`config.mk`:
```
export PLATFORM = sky130hd
export DESIGN_NAME = prg_loader_flat
export DESIGN_NICKNAME = d
export VERILOG_FILES = /design/src/rtl/vic20_pkg.sv /design/src/rtl/prg_loader_if.sv /design/src/rtl/byte_skid.sv /design/src/rtl/prg_loader.sv /design/src/flat_wrapper.sv
export SDC_FILE = /design/constraint.sdc
export NUM_CORES = 1
export LEC_CHECK = 0
export CELL_PAD_IN_SITES_DETAIL_PLACEMENT = 0
export CELL_PAD_IN_SITES_GLOBAL_PLACEMENT = 2
export CORE_MARGIN = 1
export CORE_UTILIZATION = 37
export DETAILED_ROUTE_END_ITERATION = 7
export GPL_TIMING_DRIVEN = 0
export PLACE_DENSITY_LB_ADDON = 0.1
export SLEW_MARGIN = 20
export SYNTH_ARGS = -nofsm -noshare
export SYNTH_HDL_FRONTEND = slang
export SYNTH_HIERARCHICAL = 1
export SYNTH_SLANG_ARGS = --single-unit
```
`constraint.sdc`:
```
create_clock -name clk_sys -period 4.45 [get_ports clk_sys]
set_clock_uncertainty 0.05 [all_clocks]
set_input_delay 0.89 -clock clk_sys [delete_from_list [all_inputs] [get_ports clk_sys]]
set_output_delay 0.89 -clock clk_sys [all_outputs]
set_load 0.02 [all_outputs]
```
`src/rtl/vic20_pkg.sv`:
```
// Shared types and constants for the download sequencer.
// Holds the loader FSM state enum, the BASIC end-of-program pointer
// address list, the default cartridge base and the pointer byte selector.
package vic20_pkg;

  typedef enum logic [2:0] {
    ST_IDLE,
    ST_HDR_LO,
    ST_HDR_HI,
    ST_DATA,
    ST_DRAIN,
    ST_INJECT,
    ST_WAIT_RST
  } prg_state_t;

  localparam logic [15:0] CART_BASE_DFLT = 16'hA000;

  localparam int PTR_CNT = 8;

  // BASIC pointers that all receive the end-of-program address:
  // VARTAB, ARYTAB, STREND (zero page) and the load-end pointer at $AE.
  localparam logic [15:0] PTR_ADDR [0:7] = '{
    16'h002D, 16'h002E, 16'h002F, 16'h0030,
    16'h0031, 16'h0032, 16'h00AE, 16'h00AF
  };

  // Even pointer slots carry the low byte, odd slots the high byte.
  function automatic logic [7:0] ptr_byte(input logic [15:0] end_addr,
                                          input logic [2:0]  idx);
    return idx[0] ? end_addr[15:8] : end_addr[7:0];
  endfunction

endpackage

```
`src/rtl/prg_loader_if.sv`:
```
// Memory write port between the loader and the shared memory arbiter.
// master: drives mem_req/mem_addr/mem_data, receives mem_ack.
// slave: memory side; returns a one-cycle mem_ack per accepted request.
interface prg_loader_if;

  logic        mem_req;
  logic [15:0] mem_addr;
  logic [7:0]  mem_data;
  logic        mem_ack;

  modport master (output mem_req, output mem_addr, output mem_data, input mem_ack);
  modport slave  (input mem_req, input mem_addr, input mem_data, output mem_ack);

endinterface

```
`src/rtl/byte_skid.sv`:
```
// Single-entry {addr, data} holding register driving a req/ack write port.
// Latency: entry loaded in cycle N is requested from cycle N+1.
// Backpressure: load_rdy is high when empty or when the entry is being acked.
// Ports: clk/rst_n; load/load_addr/load_data in; ack in; full/addr/data out.
module byte_skid (
  input  logic        clk,
  input  logic        rst_n,
  input  logic        load,
  input  logic [15:0] load_addr,
  input  logic [7:0]  load_data,
  input  logic        ack,
  output logic        load_rdy,
  output logic        full,
  output logic [15:0] addr,
  output logic [7:0]  data
);

  // An ack only counts while the entry is occupied; a stray ack is ignored.
  assign load_rdy = !full || ack;

  always_ff @(posedge clk or negedge rst_n) begin
    if (!rst_n) begin
      full <= 1'b0;
      addr <= 16'h0000;
      data <= 8'h00;
    end else if (load) begin
      full <= 1'b1;
      addr <= load_addr;
      data <= load_data;
    end else if (ack && full) begin
      full <= 1'b0;
    end
  end

endmodule

```
`src/rtl/prg_loader.sv`:
```
// Download sequencer: PRG header/raw-cart parsing, payload write-out to memory,
// then BASIC end pointer injection and optional delayed reset request.
// Backpressure: a byte arriving while the single entry is busy is dropped (overflow).
// Ports: clk_sys/reset_n; data_io stream (downloading, index, wr, addr, din,
// raw_mode); mem (memory write port, master); busy, force_reset, overflow.
module prg_loader
  import vic20_pkg::*;
#(
  parameter int          RESET_DELAY = 16,
  parameter logic [15:0] CART_BASE   = CART_BASE_DFLT
) (
  input  logic               clk_sys,
  input  logic               reset_n,
  input  logic               downloading,
  input  logic [7:0]         index,
  input  logic               wr,
  input  logic [15:0]        addr,
  input  logic [7:0]         din,
  input  logic               raw_mode,
  prg_loader_if.master       mem,
  output logic               busy,
  output logic               force_reset,
  output logic               overflow
);

  localparam logic [15:0] DLY_LAST = 16'(RESET_DELAY - 1);
  localparam logic [3:0]  INJ_END  = 4'(PTR_CNT);

  prg_state_t  state, state_nxt;
  logic        dl_q;
  logic [15:0] load_addr, load_addr_nxt;
  logic [15:0] cur, cur_nxt;
  logic        auto_rst, auto_rst_nxt;
  logic        overflow_nxt;
  logic [3:0]  inj_cnt, inj_cnt_nxt;
  logic [15:0] dly_cnt, dly_cnt_nxt;

  logic        sk_load;
  logic [15:0] sk_addr;
  logic [7:0]  sk_data;
  logic        sk_rdy;
  logic        sk_full;

  logic        dl_rise, dl_fall, raw_sel;

  // The payload position comes from cur, not from the file offset.
  logic        unused_addr;
  assign unused_addr = ^addr;

  assign dl_rise = downloading && !dl_q;
  assign dl_fall = !downloading && dl_q;
  // Index 1 is always a PRG, whatever raw_mode says.
  assign raw_sel = raw_mode && (index[4:0] != 5'd1);
  assign busy    = (state != ST_IDLE);

  always_ff @(posedge clk_sys or negedge reset_n) begin
    if (!reset_n) state <= ST_IDLE;
    else          state <= state_nxt;
  end

  always_comb begin
    state_nxt     = state;
    load_addr_nxt = load_addr;
    cur_nxt       = cur;
    auto_rst_nxt  = auto_rst;
    overflow_nxt  = overflow;
    inj_cnt_nxt   = inj_cnt;
    dly_cnt_nxt   = dly_cnt;
    sk_load       = 1'b0;
    sk_addr       = cur;
    sk_data       = din;
    force_reset   = 1'b0;

    case (state)
      ST_IDLE: begin
        if (dl_rise && index != 8'd0) begin
          overflow_nxt = 1'b0;
          if (raw_sel) begin
            cur_nxt   = CART_BASE;
            state_nxt = ST_DATA;
          end else begin
            state_nxt = ST_HDR_LO;
          end
        end
      end
      ST_HDR_LO: begin
        if (dl_fall) begin
          state_nxt = ST_IDLE;
        end else if (wr) begin
          load_addr_nxt[7:0] = din;
          state_nxt          = ST_HDR_HI;
        end
      end
      ST_HDR_HI: begin
        if (dl_fall) begin
          state_nxt = ST_IDLE;
        end else if (wr) begin
          load_addr_nxt[15:8] = din;
          cur_nxt             = {din, load_addr[7:0]};
          state_nxt           = ST_DATA;
        end
      end
      ST_DATA: begin
        if (wr) begin
          if (sk_rdy) begin
            sk_load = 1'b1;
            if (cur == CART_BASE) auto_rst_nxt = 1'b1;
          end else begin
            overflow_nxt = 1'b1;
          end
          // Dropped bytes still occupy their address slot.
          cur_nxt = cur + 16'd1;
        end
        if (dl_fall) state_nxt = ST_DRAIN;
      end
      ST_DRAIN: begin
        if (!sk_full) begin
          inj_cnt_nxt = 4'd0;
          state_nxt   = ST_INJECT;
        end
      end
      ST_INJECT: begin
        if (inj_cnt != INJ_END) begin
          if (!sk_full) begin
            sk_load     = 1'b1;
            sk_addr     = PTR_ADDR[inj_cnt[2:0]];
            sk_data     = ptr_byte(cur, inj_cnt[2:0]);
            inj_cnt_nxt = inj_cnt + 4'd1;
          end
        end else if (sk_full && mem.mem_ack) begin
          // Delay count starts from the ack of the final pointer byte.
          dly_cnt_nxt = 16'd0;
          state_nxt   = ST_WAIT_RST;
        end
      end
      ST_WAIT_RST: begin
        if (dly_cnt == DLY_LAST) begin
          force_reset  = auto_rst;
          auto_rst_nxt = 1'b0;
          state_nxt    = ST_IDLE;
        end else begin
          dly_cnt_nxt = dly_cnt + 16'd1;
        end
      end
      default: state_nxt = ST_IDLE;
    endcase
  end

  always_ff @(posedge clk_sys or negedge reset_n) begin
    if (!reset_n) begin
      dl_q      <= 1'b0;
      load_addr <= 16'h0000;
      cur       <= 16'h0000;
      auto_rst  <= 1'b0;
      overflow  <= 1'b0;
      inj_cnt   <= 4'd0;
      dly_cnt   <= 16'd0;
    end else begin
      dl_q      <= downloading;
      load_addr <= load_addr_nxt;
      cur       <= cur_nxt;
      auto_rst  <= auto_rst_nxt;
      overflow  <= overflow_nxt;
      inj_cnt   <= inj_cnt_nxt;
      dly_cnt   <= dly_cnt_nxt;
    end
  end

  // Payload and pointer writes share the one holding entry.
  byte_skid u_skid (
    .clk       (clk_sys),
    .rst_n     (reset_n),
    .load      (sk_load),
    .load_addr (sk_addr),
    .load_data (sk_data),
    .ack       (mem.mem_ack),
    .load_rdy  (sk_rdy),
    .full      (sk_full),
    .addr      (mem.mem_addr),
    .data      (mem.mem_data)
  );

  assign mem.mem_req = sk_full;

endmodule

```
`src/flat_wrapper.sv`:
```
// flat-port wrapper written by rule: the top's interface ports become plain ports
module prg_loader_flat import vic20_pkg::*;
#(
  parameter int          RESET_DELAY = 16,
  parameter logic [15:0] CART_BASE   = CART_BASE_DFLT
)
  (clk_sys, reset_n, downloading, index, wr, addr, din, raw_mode, busy, force_reset, overflow, mem_mem_req, mem_mem_addr, mem_mem_data, mem_mem_ack);
  prg_loader_if mem_i ();
  input  logic clk_sys;
  input  logic reset_n;
  input  logic downloading;
  input  logic [7:0] index;
  input  logic wr;
  input  logic [15:0] addr;
  input  logic [7:0] din;
  input  logic raw_mode;
  output logic busy;
  output logic force_reset;
  output logic overflow;
  output wire logic [$bits(mem_i.mem_req)-1:0] mem_mem_req;
  output wire logic [$bits(mem_i.mem_addr)-1:0] mem_mem_addr;
  output wire logic [$bits(mem_i.mem_data)-1:0] mem_mem_data;
  input wire logic [$bits(mem_i.mem_ack)-1:0] mem_mem_ack;
  assign mem_mem_req = mem_i.mem_req;
  assign mem_mem_addr = mem_i.mem_addr;
  assign mem_mem_data = mem_i.mem_data;
  assign mem_i.mem_ack = mem_mem_ack;
  prg_loader #(.RESET_DELAY(RESET_DELAY), .CART_BASE(CART_BASE)) u_core (.clk_sys(clk_sys), .reset_n(reset_n), .downloading(downloading), .index(index), .wr(wr), .addr(addr), .din(din), .raw_mode(raw_mode), .mem(mem_i), .busy(busy), .force_reset(force_reset), .overflow(overflow));
endmodule
```
======== Yosys cells after proc, flatten, opt, wreduce, memory -nomap -nowiden ========
Memory sizes are Yosys's and may differ from the RTL's.
Cells that the tools add are included.
Widths: inputs -> output; s select.
storage, ports and cells
  memories ................................ 1
  ROM bits ................................ 128
  logic and storage cells ................. 124
  register bits ........................... 75
operators by class
  bitwise logic cells ..................... 2
  reductions and logical operators ........ 25
  multiplexer cells ....................... 53
  add/subtract/negate cells ............... 3
  equality and inequality tests ........... 28
  magnitude comparators ................... 1
memories
  name             depth  bits a word  read ports  clocked after memory_dff  wr ports  line               text
  (no name shown)  8      16           1           0                         0         prg_loader.sv:126  sk_addr = PTR_ADDR[inj_cnt[2:0]];
operator list
  operator               count
  $mux 16                13
  $pmux 16 s3            1
  $add 16x1->16 const B  2
  $mux 8                 4
  $pmux 16 s2            1
  $mux 3                 10
  $pmux 3 s7             1
  $eq 16x16->1 const B   1
  $eq 16x4->1 const B    1
  $ne 2x1->1 const B     8
  $ne 2x2->1 const B     8
  $mux 1                 15
  $mux 4                 3
  $reduce_and 4->1       3
  $reduce_bool 2->1      5
  $eq 3x3->1 const B     3
  $pmux 4 s2             1
  $reduce_and 8->1       1
  $reduce_bool 8->1      1
  $eq 3x2->1 const B     2
  $ne 3x2->1 const B     2
  $pmux 1 s2             3
  $reduce_and 6->1       1
  $reduce_bool 3->1      2
  other kinds (14)       20

======== Longest topological paths before layout ========
Gate-level depths: netlist of the first run.
  word-level depth ........................ 7
  mapped depth ............................ 9
  depth with buffers taken out ............ 7

======== By module ========
The synthesis of the first run kept the hierarchy.
by module, submodules not included
  module      cells an instance  area an instance (µm²)  times used  sequential area each (µm²)
  prg_loader  400                3433.3                  1           1251.2
  byte_skid   54                 1031.0                  1           625.6

======== Worst setup path before layout of the first run ========
OpenSTA, ideal clock, no wires.
  path kind ............................... register -> output
  start ................................... reg u_core.dly_cnt[0]
  end ..................................... out force_reset
  path buffers ............................ 1
  data arrival time ....................... 1549 ps
  setup slack ............................. 1961 ps
  cell stages (with the launch flop) ...... 7
  cell sequence ........................... dfrtp_1 ha_1 and4b_1 nand4_1 buf_2 nor2_1 and2_1
on the way
  cells in the longest elaborated chain, start to end .. 3
RTL lines
  element                 line                text
  start, declared         prg_loader.sv:36    logic [15:0] dly_cnt, dly_cnt_nxt;
  start signal, assigned  prg_loader.sv:165   dly_cnt <= dly_cnt_nxt;
  $eq 16x4->1             prg_loader.sv:137   if (dly_cnt == DLY_LAST) begin
  $mux 1                  prg_loader.sv:137
  $mux 1                  prg_loader.sv:74    case (state)
  end, declared           flat_wrapper.sv:18  output logic force_reset;
Every way passes these cells.

======== Worst setup path in the final report of the first run ========
Same ends and word-level chain as after synthesis.

==> summary.txt, run 1 <==
CTS
  • CTS Buf Count: 9
  • Clock Tree Buf Depth: 2
  • Reg clk slew, reported paths: ~0.060 ns
  • H-tree Lvls: 3
  • CTS sink cnt: 75
  • # hold bufs at CTS: 0
  • TritonCTS clock tree: yes
  • CTS root buffer: clkbuf_16
  • Post-CTS setup buffer count: 0
  • Post_cts resized: 0
  • Clk_lat worst skew: approximately 0.35 ns

Power and ir drop
  • Leak: approximately 2.2 nW
  • Pwr dens: 708.3 mW/mm2
  • Max VDD drop: approximately 0.00028 V

Critical path
  • Crit path kind: flip-flop to output port
  • R2R setup slack: 1.93 ns
  • Crit path required time: ~3.5 ns
  • Crit path max fanout: 10
  • Endpoint type of the worst setup path: output port
  • Crit path DAT: 2.73 ns
  • Startpoint Class: flip-flop

Final layout
  • Cell area after layout: 0.005497 mm2
  • Nets: 560
  • Footprint of the multi-input gates: 0.002338 mm2
  • Layout cells sized above 1: around 16%
  • # diodes: 0
  • Area grow syn2layout: 23.12%
  • Sequential standard cell area: approximately 0.0019 mm2
  • Fillers: 1148

Floorplan
  • Std cell rows: 39
  • Starting Density: 38.60%
  • Die Footprint: between 0.01 and 0.015 mm2
  • Die X: ~110 um
  • Die H: between 100 and 150 um
  • Total core area: roughly 0.012 mm2
  • IO Count: 66

Worst hold path
  • HP Class: input pin to asynchronous set/reset pin

Synth
  • Syn Area/Cell: just under 10 um2
  • Main area contributors after synthesis: dfrtp_1 42%, mux2_4 6.4%, o21ai_0 3.6%
  • Post-synth cell types: 63
  • Synth top area share: a little over two fifths
  • Cell area after synthesis: about 0.0045 mm2
  • EDFF count, synth: 0
  • Syn Nets: between 400 and 500
  • Yosys reg bits: 75
  • Top_reg_cell synth: dfrtp_1
  • Synthesized instance count: 454
  • Area leader, netlist: dfrtp_1
  • Seq/Total Area, Yosys: between 40% and 50%
  • FFs w/ async S/R, synth: 100.0%
  • YS warnings: 6

GRT
  • First-pass GRT wire length: 20.60 mm
  • Total track usage: between 20% and 30%
  • Initial antenna violation count: 0
  • Vias in the first global route: about 3700
  • Largest net degree at the start of global routing: 48
  • Global route overflow: 0

Run status
  • Failing checks: design-rule violations
  • Outcome: finished, violations left

STA
  • Worst-Margin Slew: about 0.7 ns
  • Slew HR: roughly 53%
  • Crit path setup slack, layout: between 0.7 and 0.8 ns
  • Max-slew violation count: 0
  • Fmax achieved: between 0.2 and 0.3 GHz
  • RSZ-0062 raised after global routing: no
  • Tmin final: around 3.7 ns
  • Final period utilization: between 80% and 90%
  • Final hold violation count: 0
  • Endpoints failing setup: 0
  • Worst hold slack: 0.4219 ns

Route
  • Post-DRT Antenna Nets: 0
  • DRC viols: 6
  • Routed WL: 12.48 mm
  • Via count: ~3700
  • Avg WL per Cell: between 15 and 20 um
  • Detailed Route Iter0 Violations: between 200 and 300
  • DRT Pass-1 Iters: 6
  • Vias per cell: 5.588

Place
  • IO Port Bufs: 49
  • Pre-CTS setup slack: between 1 and 1.5 ns
  • RePlAce Congestion: roughly 0.84
  • Dpl hpwl: ~9.0 mm
  • Placed cell areas: just over 0.005 mm2

Run
  • Max-Cap Viols: 0
## final timing paths
check	startpoint	to	cells past startpoint
setup / recovery	u_core/dly_cnt[0]	force_reset	7
hold / removal	reset_n	u_core/dly_cnt[11]	1
setup reg to reg	u_core/inj_cnt[0]	u_core/u_skid/data[1]	9
hold reg to reg	u_core/u_skid/data[7]	u_core/u_skid/data[7]	1
max in group asynchronous	reset_n	u_core/cur[9]	2
min in group clk_sys	u_core/u_skid/data[7]	u_core/u_skid/data[7]	1
## state kept, by name, indices dropped and copies added (netlist names)
name	flops
u_core/cur	16
u_core/dly_cnt	16
u_core/u_skid/addr	16
u_core/load_addr	8
u_core/u_skid/data	8
u_core/inj_cnt	4
u_core/state	3
u_core/auto_rst	1
u_core/dl_q	1
u_core/overflow	1
u_core/u_skid/full	1
## metrics by stage
stage               utilization, %  setup TNS [ns]  cells  power [mW]
floorplan                        -               0    454       2.434
finish                       47.53               0    663       3.893
global placement             44.39          -31.88    646       3.053
detailed placement           44.61               0    647       3.076
CTS                          47.53               0    663       3.921
global route                 47.53               0    663       4.158
## worst max-delay path: stages (launching register included)
cell and delay (ns):
dfrtp_1 0.41, ha_1 0.26, and4b_1 0.27, nand4_1 0.26
buf_2 0.30, nor2_1 0.13, and2_1 0.15, clkdlybuf4s50_1 0.60
## power breakdown
part / total (mW) / internal (mW) / switching, mW
Sequential: 1.23 / 0.962 / 0.271
Clock: 0.825 / 0.524 / 0.302
Combinational: 1.83 / 0.835 / 1.00
## cells in the final DEF, fill, tap and decap left out, types with 3 or more instances in the layout
cell type        netlist  final
dfrtp_1               75     75
clkdlybuf4s50_1        0     48
nor2_1                40     40
o21ai_0               32     32
nand2_1               31     31
nand3_1               21     21
mux2_4                19     19
a21oi_1               16     16
nand4_1               16     16
mux2_2                13     13
inv_1                 11     11
buf_2                 11     11
clkbuf_1              11     11
o31ai_1               11     11
and2_1                11     11
mux2i_1               10     10
xor2_1                10     10
clkbuf_16              0      9
nand2b_1               8      8
nor3_1                 8      8
and3_1                 7      7
ha_1                   7      7
a31oi_1                6      6
nor4_1                 5      5
buf_4                  3      4
nand3b_1               4      4
a211oi_1               4      4
or4_1                  4      4
inv_2                  3      3
and4b_1                3      3
buf_6                  3      3
a221o_1                3      3
## cell families (layout without fill, tap and decap cells)
| kind of cell | count (synthesis) | after routing | share of synthesized area (%) |
|---|---|---|---|
| AOI/OAI and AO/OA | 98 | 98 | 14.32 |
| xor gates and xnor gates | 10 | 10 | 1.962 |
| adders and majority gates | 8 | 8 | 2.214 |
| buffers and inverters | 45 | 111 | 5.577 |
| DFF | 75 | 75 | 42.04 |
| muxes | 42 | 42 | 11.91 |
| and+or+nand+nor | 176 | 176 | 21.97 |
## cell usage after synthesis, drive strengths merged (3+ instances only)
master   n
dfrtp   75
nor2    40
o21ai   33
mux2    32
nand2   32
nand3   21
buf     20
a21oi   16
nand4   16
inv     14
and2    11
clkbuf  11
nor3    11
o31ai   11
mux2i   10
xor2    10
nand2b   8
nor4     8
and3     7
ha       7
a31oi    6
a211oi   5
nand3b   4
or4      4
a21boi   3
a221o    3
and4b    3
## layout make-up
class	count	area share [%]
buffer	31	3.574
multi-input combinational	334	42.54
inverter	14	0.9561
clock buffer	11	4.598
timing repair buffer	50	9.379
sequential	75	34.15
tap	143	3.255
clock inverter	5	1.548
## metal layers
layer,vias up,part of all wire [%],track usage (%)
met1,1804,50,30.88
met2,108,44,32.71
li1,1782,-,-
met5,-,0,0
met3,11,4.6,4.790
met4,0,0.96,4.865
No activity file was read; power rests on OpenSTA's default activity.
==> inputs of run 2 (changes only) <==
--- a/config.mk
+++ b/config.mk
@@ -8,7 +8,7 @@
 export CELL_PAD_IN_SITES_DETAIL_PLACEMENT = 0
 export CELL_PAD_IN_SITES_GLOBAL_PLACEMENT = 2
 export CORE_MARGIN = 1
-export CORE_UTILIZATION = 37
+export CORE_UTILIZATION = 31
 export DETAILED_ROUTE_END_ITERATION = 7
 export GPL_TIMING_DRIVEN = 0
 export PLACE_DENSITY_LB_ADDON = 0.1
==> constraint.sdc (replaced) <==
create_clock -name clk_sys -period 3.2 [get_ports clk_sys]
set_clock_uncertainty 0.05 [all_clocks]
set_input_delay 0.64 -clock clk_sys [delete_from_list [all_inputs] [get_ports clk_sys]]
set_output_delay 0.64 -clock clk_sys [all_outputs]
set_load 0.02 [all_outputs]
==> summary.txt, run 2 (synthesized netlist as in run 1, its figures left out) <==
Route
  • DRC viols: 0
  • Avg WL per Cell: slightly below 20 um
  • Post-DRT Antenna Nets: 0
  • Via count: ~3800
  • Routed WL: 13.47 mm
  • DRT Pass-1 Iters: 5
  • Detailed Route Iter0 Violations: approximately 240
  • Vias per cell: 5.446

GRT
  • Busiest grt layer: met1
  • GR Util met2: 28.14%
  • Initial antenna violation count: 1
  • GR Util met1: roughly 29%
  • First-pass GRT wire length: roughly 22 mm
  • Global route overflow: 0
  • Largest net degree at the start of global routing: between 40 and 50
  • Vias in the first global route: 3769
  • M3 GR Usage: under 10%
  • Total track usage: 19.68%

Floorplan
  • IO Count: 66
  • Die X: ~120 um
  • Total core area: 0.01399 mm2
  • Starting Density: approximately a third
  • Die H: roughly 120 um
  • Die Footprint: between 0.01 and 0.015 mm2
  • Std cell rows: 43

Power and ir drop
  • Pwr dens: 981.5 mW/mm2
  • Leak: 2.242 nW
  • Max VDD drop: roughly 0.00041 V
  • Final total power: 5.428 mW

STA
  • Final period utilization: 91.39%
  • Worst-Margin Slew: between 0.6 and 0.7 ns
  • RSZ-0062 raised after global routing: no
  • Max-slew violation count: 0
  • Tmin final: 2.924 ns
  • Crit path setup slack, layout: 0.2757 ns
  • Endpoints failing setup: 0
  • Fmax achieved: 0.3420 GHz
  • Worst hold slack: between 0.15 and 0.2 ns
  • Final hold violation count: 0
  • Slew HR: a little under three fifths

Run status
  • Outcome: finished, final reports clean

Critical path
  • Crit path from: u_core/dly_cnt[0]
  • Crit path DAT: roughly 2.2 ns
  • Critical Path Sink: force_reset
  • R2R Path Start: u_core/inj_cnt[0]
  • Crit path kind: flip-flop to output port
  • Crit path required time: around 2.5 ns
  • Crit path max fanout: 10
  • Startpoint Class: flip-flop
  • FF-to-FF End: u_core/u_skid/addr[5]
  • Reg2reg path depth: 9
  • R2R setup slack: ~0.63 ns
  • Endpoint type of the worst setup path: output port

Place
  • Dpl hpwl: 9.685 mm
  • RePlAce Congestion: around 0.80
  • Dpl cells: a little under 700
  • IO Port Bufs: 49
  • Pre-CTS setup slack: ~0.18 ns

Final layout
  • Layout cells sized above 1: between 15 and 20%
  • Most frequent cells in the layout: 75 x dfrtp_1, 47 x clkdlybuf4s50_1, 40 x nor2_1
  • Area grow syn2layout: 23.88%
  • Most common cell after layout, fill and taps aside: dfrtp_1
  • Nets: between 500 and 600
  • Regs by FF count: u_core/cur x16, u_core/dly_cnt x16, u_core/u_skid/addr x16
  • Final Non-Filler Cells: 700

CTS
  • H-tree Lvls: 3
  • TritonCTS clock tree: yes
  • Clock Tree Buf Depth: 2
  • CTS Buf Count: 9
  • CTS sink cnt: 75
  • CTS root buffer: clkbuf_16
  • Reg clk slew, reported paths: 0.06 ns
  • Clk_lat worst skew: approximately 0.34 ns

Run
  • Max-Cap Viols: 0

Worst hold path
  • HP Class: input pin to asynchronous set/reset pin
run 2: critical path, cell delays in order (launching register included):
cell and delay [ns]:
dfrtp_1 0.41, ha_1 0.24, and4b_1 0.28, nand4_1 0.13, buf_2 0.23, nor2_1 0.13, and2_1 0.14, dlygate4sd2_1 0.33
run 2: metrics by stage:
step | area (um2) | setup TNS [ns] | util (%)
finish | 5530 | 0 | 39.53
global route | 5528 | 0 | 39.52
CTS | 5528 | 0 | 39.52
detailed placement | 5205 | 0 | 37.21
global placement | 5180 | -116.44 | 37.03
floorplan | 4464 | 0 | -
run 2: how the worst min path moves through the flow:
stage / to / slack (ns) / depth (start not counted)
after detailed placement: u_core/u_skid/data[1] / 0.45 / 1
after global placement: u_core/auto_rst / 0.44 / 2
after floorplan: u_core/auto_rst / 0.29 / 0
after CTS: u_core/dly_cnt[11] / 0.20 / 1
after global routing: u_core/dly_cnt[11] / 0.21 / 1
final: u_core/dly_cnt[11] / 0.19 / 1
run 2: layout make-up:
class	instances	area [um2]
Multi-Input combinational cell	334	2338
Tap cell	180	225.2
Timing Repair Buffer	51	521.8
Buffer	31	196.4
Fill cell	1422	8458
Inverter	14	52.55
Clock buffer	12	256.5
Antenna cell	1	2.502
Clock inverter	2	60.06
Sequential cell	75	1877
run 2: repair_timing:
item	in CTS	in global routing
hold buffers	0	0
setup endpoints to repair	1	0
setup buffers	1	0
gates resized for setup	1	0
run 2: layer usage:
layer	vias to the layer above	routed length [um]
met3	18	619
li1	1786	-
met2	111	5843
met5	-	0
met1	1897	6727
met4	0	283
run 2: power breakdown:
group          leakage, nW  total, mW  switching [mW]  internal [mW]
Clock                0.155       1.12           0.398          0.718
Combinational         1.17       2.59            1.43           1.16
Sequential           0.915       1.72           0.382           1.34
==> inputs of run 3 (changes only) <==
--- a/config.mk
+++ b/config.mk
@@ -5,10 +5,11 @@
 export SDC_FILE = /design/constraint.sdc
 export NUM_CORES = 1
 export LEC_CHECK = 0
+export ABC_AREA = 1
 export CELL_PAD_IN_SITES_DETAIL_PLACEMENT = 0
 export CELL_PAD_IN_SITES_GLOBAL_PLACEMENT = 2
 export CORE_MARGIN = 1
-export CORE_UTILIZATION = 31
+export CORE_UTILIZATION = 28
 export DETAILED_ROUTE_END_ITERATION = 7
 export GPL_TIMING_DRIVEN = 0
 export PLACE_DENSITY_LB_ADDON = 0.1
==> summary.txt, run 3 <==
Run status
  • Outcome: finished, final reports clean

Critical path
  • R2R setup slack: 1.00 ns
  • Crit path DAT: between 2 and 2.5 ns
  • Slowest stage delay, CP: around 0.62 ns
  • Crit-path leading delay family: buffers and inverters
  • Cell Chain, Critical Path: nor2_2 -> nand2_1 -> inv_2 -> nand3_1 -> nor2_1 -> clkdlybuf4s50_1
  • Endpoint type of the worst setup path: output port
  • Crit path required time: approximately 2.5 ns
  • Crit path max fanout: 7
  • Slowest-stage cell, CP: clkdlybuf4s50_1
  • Reg2reg path depth: 10
  • CP bufs+invs: 2
  • R2R Path Start: u_core/state[2]
  • Startpoint Class: flip-flop
  • Crit path kind: flip-flop to output port
  • FF-to-FF End: u_core/u_skid/data[1]

GRT
  • Initial antenna violation count: 0
  • Global route overflow: 0
  • Total track usage: around 18%
  • Vias in the first global route: 4247
  • First-pass GRT wire length: between 20 and 25 mm
  • Largest net degree at the start of global routing: 44

STA
  • Setup TNS: 0 ns
  • Endpoints failing setup: 0
  • RSZ-0062 raised after global routing: no
  • Tmin final: between 2 and 3 ns
  • Worst hold slack: ~0.25 ns
  • Final period utilization: between 90% and 100%
  • Final hold violation count: 0
  • Fmax achieved: 0.3472 GHz
  • Crit path setup slack, layout: 0.3200 ns
  • Slew HR: around three fifths
  • Max-slew violation count: 0
  • Worst-Margin Slew: 0.6245 ns

Route
  • DRT Pass-1 Iters: 4
  • Post-DRT Antenna Nets: 0
  • Routed WL: roughly 14 mm
  • Detailed Route Iter0 Violations: between 200 and 300
  • Vias per cell: about 4.6
  • Via count: 4384
  • Avg WL per Cell: 14.72 um
  • DRC viols: 0

Final layout
  • Footprint of the multi-input gates: between 0.002 and 0.0025 mm2
  • Regs by FF count: u_core/cur x16, u_core/dly_cnt x16, u_core/u_skid/addr x16
  • Fillers: ~1800
  • # diodes: 0
  • Nets: between 700 and 800
  • Most common cell after layout, fill and taps aside: nand2_1
  • Area grow syn2layout: 23.21%
  • Most frequent cells in the layout: 260 x nand2_1, 75 x dfrtp_1, 61 x inv_1
  • Layout cells sized above 1: slightly below 9%
  • Sequential standard cell area: between 0.0015 and 0.002 mm2
  • Cell area after layout: around 0.0057 mm2

Place
  • Dpl hpwl: ~11 mm
  • IO Port Bufs: 49
  • Pre-CTS setup slack: 0.6442 ns
  • Placed cell areas: about 0.0054 mm2
  • RePlAce Congestion: roughly 0.87

Synth
  • Synth cell count leaders: 260 x nand2_1, 75 x dfrtp_1, 61 x inv_1, 59 x nor2_1, 50 x nand3_1
  • FFs w/ async S/R, synth: 100.0%
  • Seq/Total Area, Yosys: 40.57%
  • Synth top area share: 40.57%
  • Post-synth cell types: 35
  • Syn Nets: 712
  • Cell area after synthesis: 0.004626 mm2
  • Area leader, netlist: dfrtp_1
  • Yosys reg bits: 75
  • Synthesized instance count: around 670
  • Top-count cell post-synth: nand2_1
  • Syn Area/Cell: a little under 7 um2
  • Main area contributors after synthesis: dfrtp_1 41%, nand2_1 21%, nand3_1 5.4%
  • Top_reg_cell synth: dfrtp_1
  • YS warnings: 6
  • EDFF count, synth: 0

CTS
  • CTS sink cnt: between 70 and 80
  • Clock Tree Buf Depth: 2
  • # hold bufs at CTS: 0
  • TritonCTS clock tree: yes
  • H-tree Lvls: 3
  • Clk_lat worst skew: about 0.34 ns
  • CTS root buffer: clkbuf_16
  • Reg clk slew, reported paths: around 0.06 ns
  • Post-CTS setup buffer count: 0
  • CTS Buf Count: 9
  • Post_cts resized: 0

Floorplan
  • Die H: 130.5 um
  • Starting Density: approximately 29%
  • Std cell rows: between 40 and 50
  • Die Footprint: 0.01704 mm2
  • Total core area: 0.01600 mm2
  • Die X: roughly 130 um
  • IO Count: between 60 and 70

Worst hold path
  • HP Class: input pin to asynchronous set/reset pin

Run
  • Max-Cap Viols: 0

Power and ir drop
  • Leak: 2.797 nW
  • Max VDD drop: around 0.00033 V
  • Final total power: about 5.2 mW
  • Pwr dens: roughly 910 mW/mm2
[run 3: layout make-up]
cell class              instances  share of cell area, %
flip-flops and latches         75                  32.93
plain buffers                  19                  2.656
clock buffers                  13                  4.566
well taps                     216                  4.742
multi-input cells             506                  41.03
repair buffers                 50                  8.913
clock inverters                 2                 0.6147
inverters                      67                  4.544
[run 3: through the flow]
stage | util (%) | instances
after global placement | 33.66 | 932
after detailed placement | 33.77 | 933
after floorplan | - | 667
after CTS | 35.62 | 948
final | 35.62 | 948
after global routing | 35.62 | 948
[run 3: cells by family after synthesis]
family / Yosys count / synth area share, %
buf+inv: 86 / 8.872
flops: 75 / 40.57
xor+xnor: 3 / 0.5681
fa+ha+maj: 7 / 1.893
simple gates: 419 / 38.68
compound gates: 77 / 9.413
[run 3: worst max-delay path by stage]
stage,depth (start not counted),start,to,slack [ns]
floorplan,7,u_core/dly_cnt[0],force_reset,1.25
global placement,1,reset_n,u_core/load_addr[2],-1.51
detailed placement,6,u_core/state[0],force_reset,0.64
CTS,6,u_core/state[0],force_reset,0.27
global route,8,u_core/dly_cnt[0],force_reset,0.12
finish,6,u_core/state[0],force_reset,0.32
[run 3: worst register-to-register path: stages (launching register included)]
cell,delay [ns]
dfrtp_1,0.46
inv_2,0.14
nand2_2,0.11
nor2_4,0.28
nand2_1,0.19
o21ai_0,0.37
buf_6,0.21
inv_8,0.05
buf_6,0.14
nand2_1,0.06
nand2_1,0.04
[run 3: where the power goes]
part / internal, mW / switching, mW / leakage, nW / total [mW]
clock network: 0.642 / 0.394 / 0.146 / 1.04
registers: 1.34 / 0.403 / 0.987 / 1.74
logic: 0.900 / 1.50 / 1.66 / 2.40
[run 3: routing by layer]
layer  share of wire, %  global-route usage [%]  up-vias
met1                 53                   26.38     2034
met3                4.6                   3.176       12
met4                1.3                   6.356        0
met2                 41                   25.40       90
li1                   -                       -     2248
met5                  0                       0        -
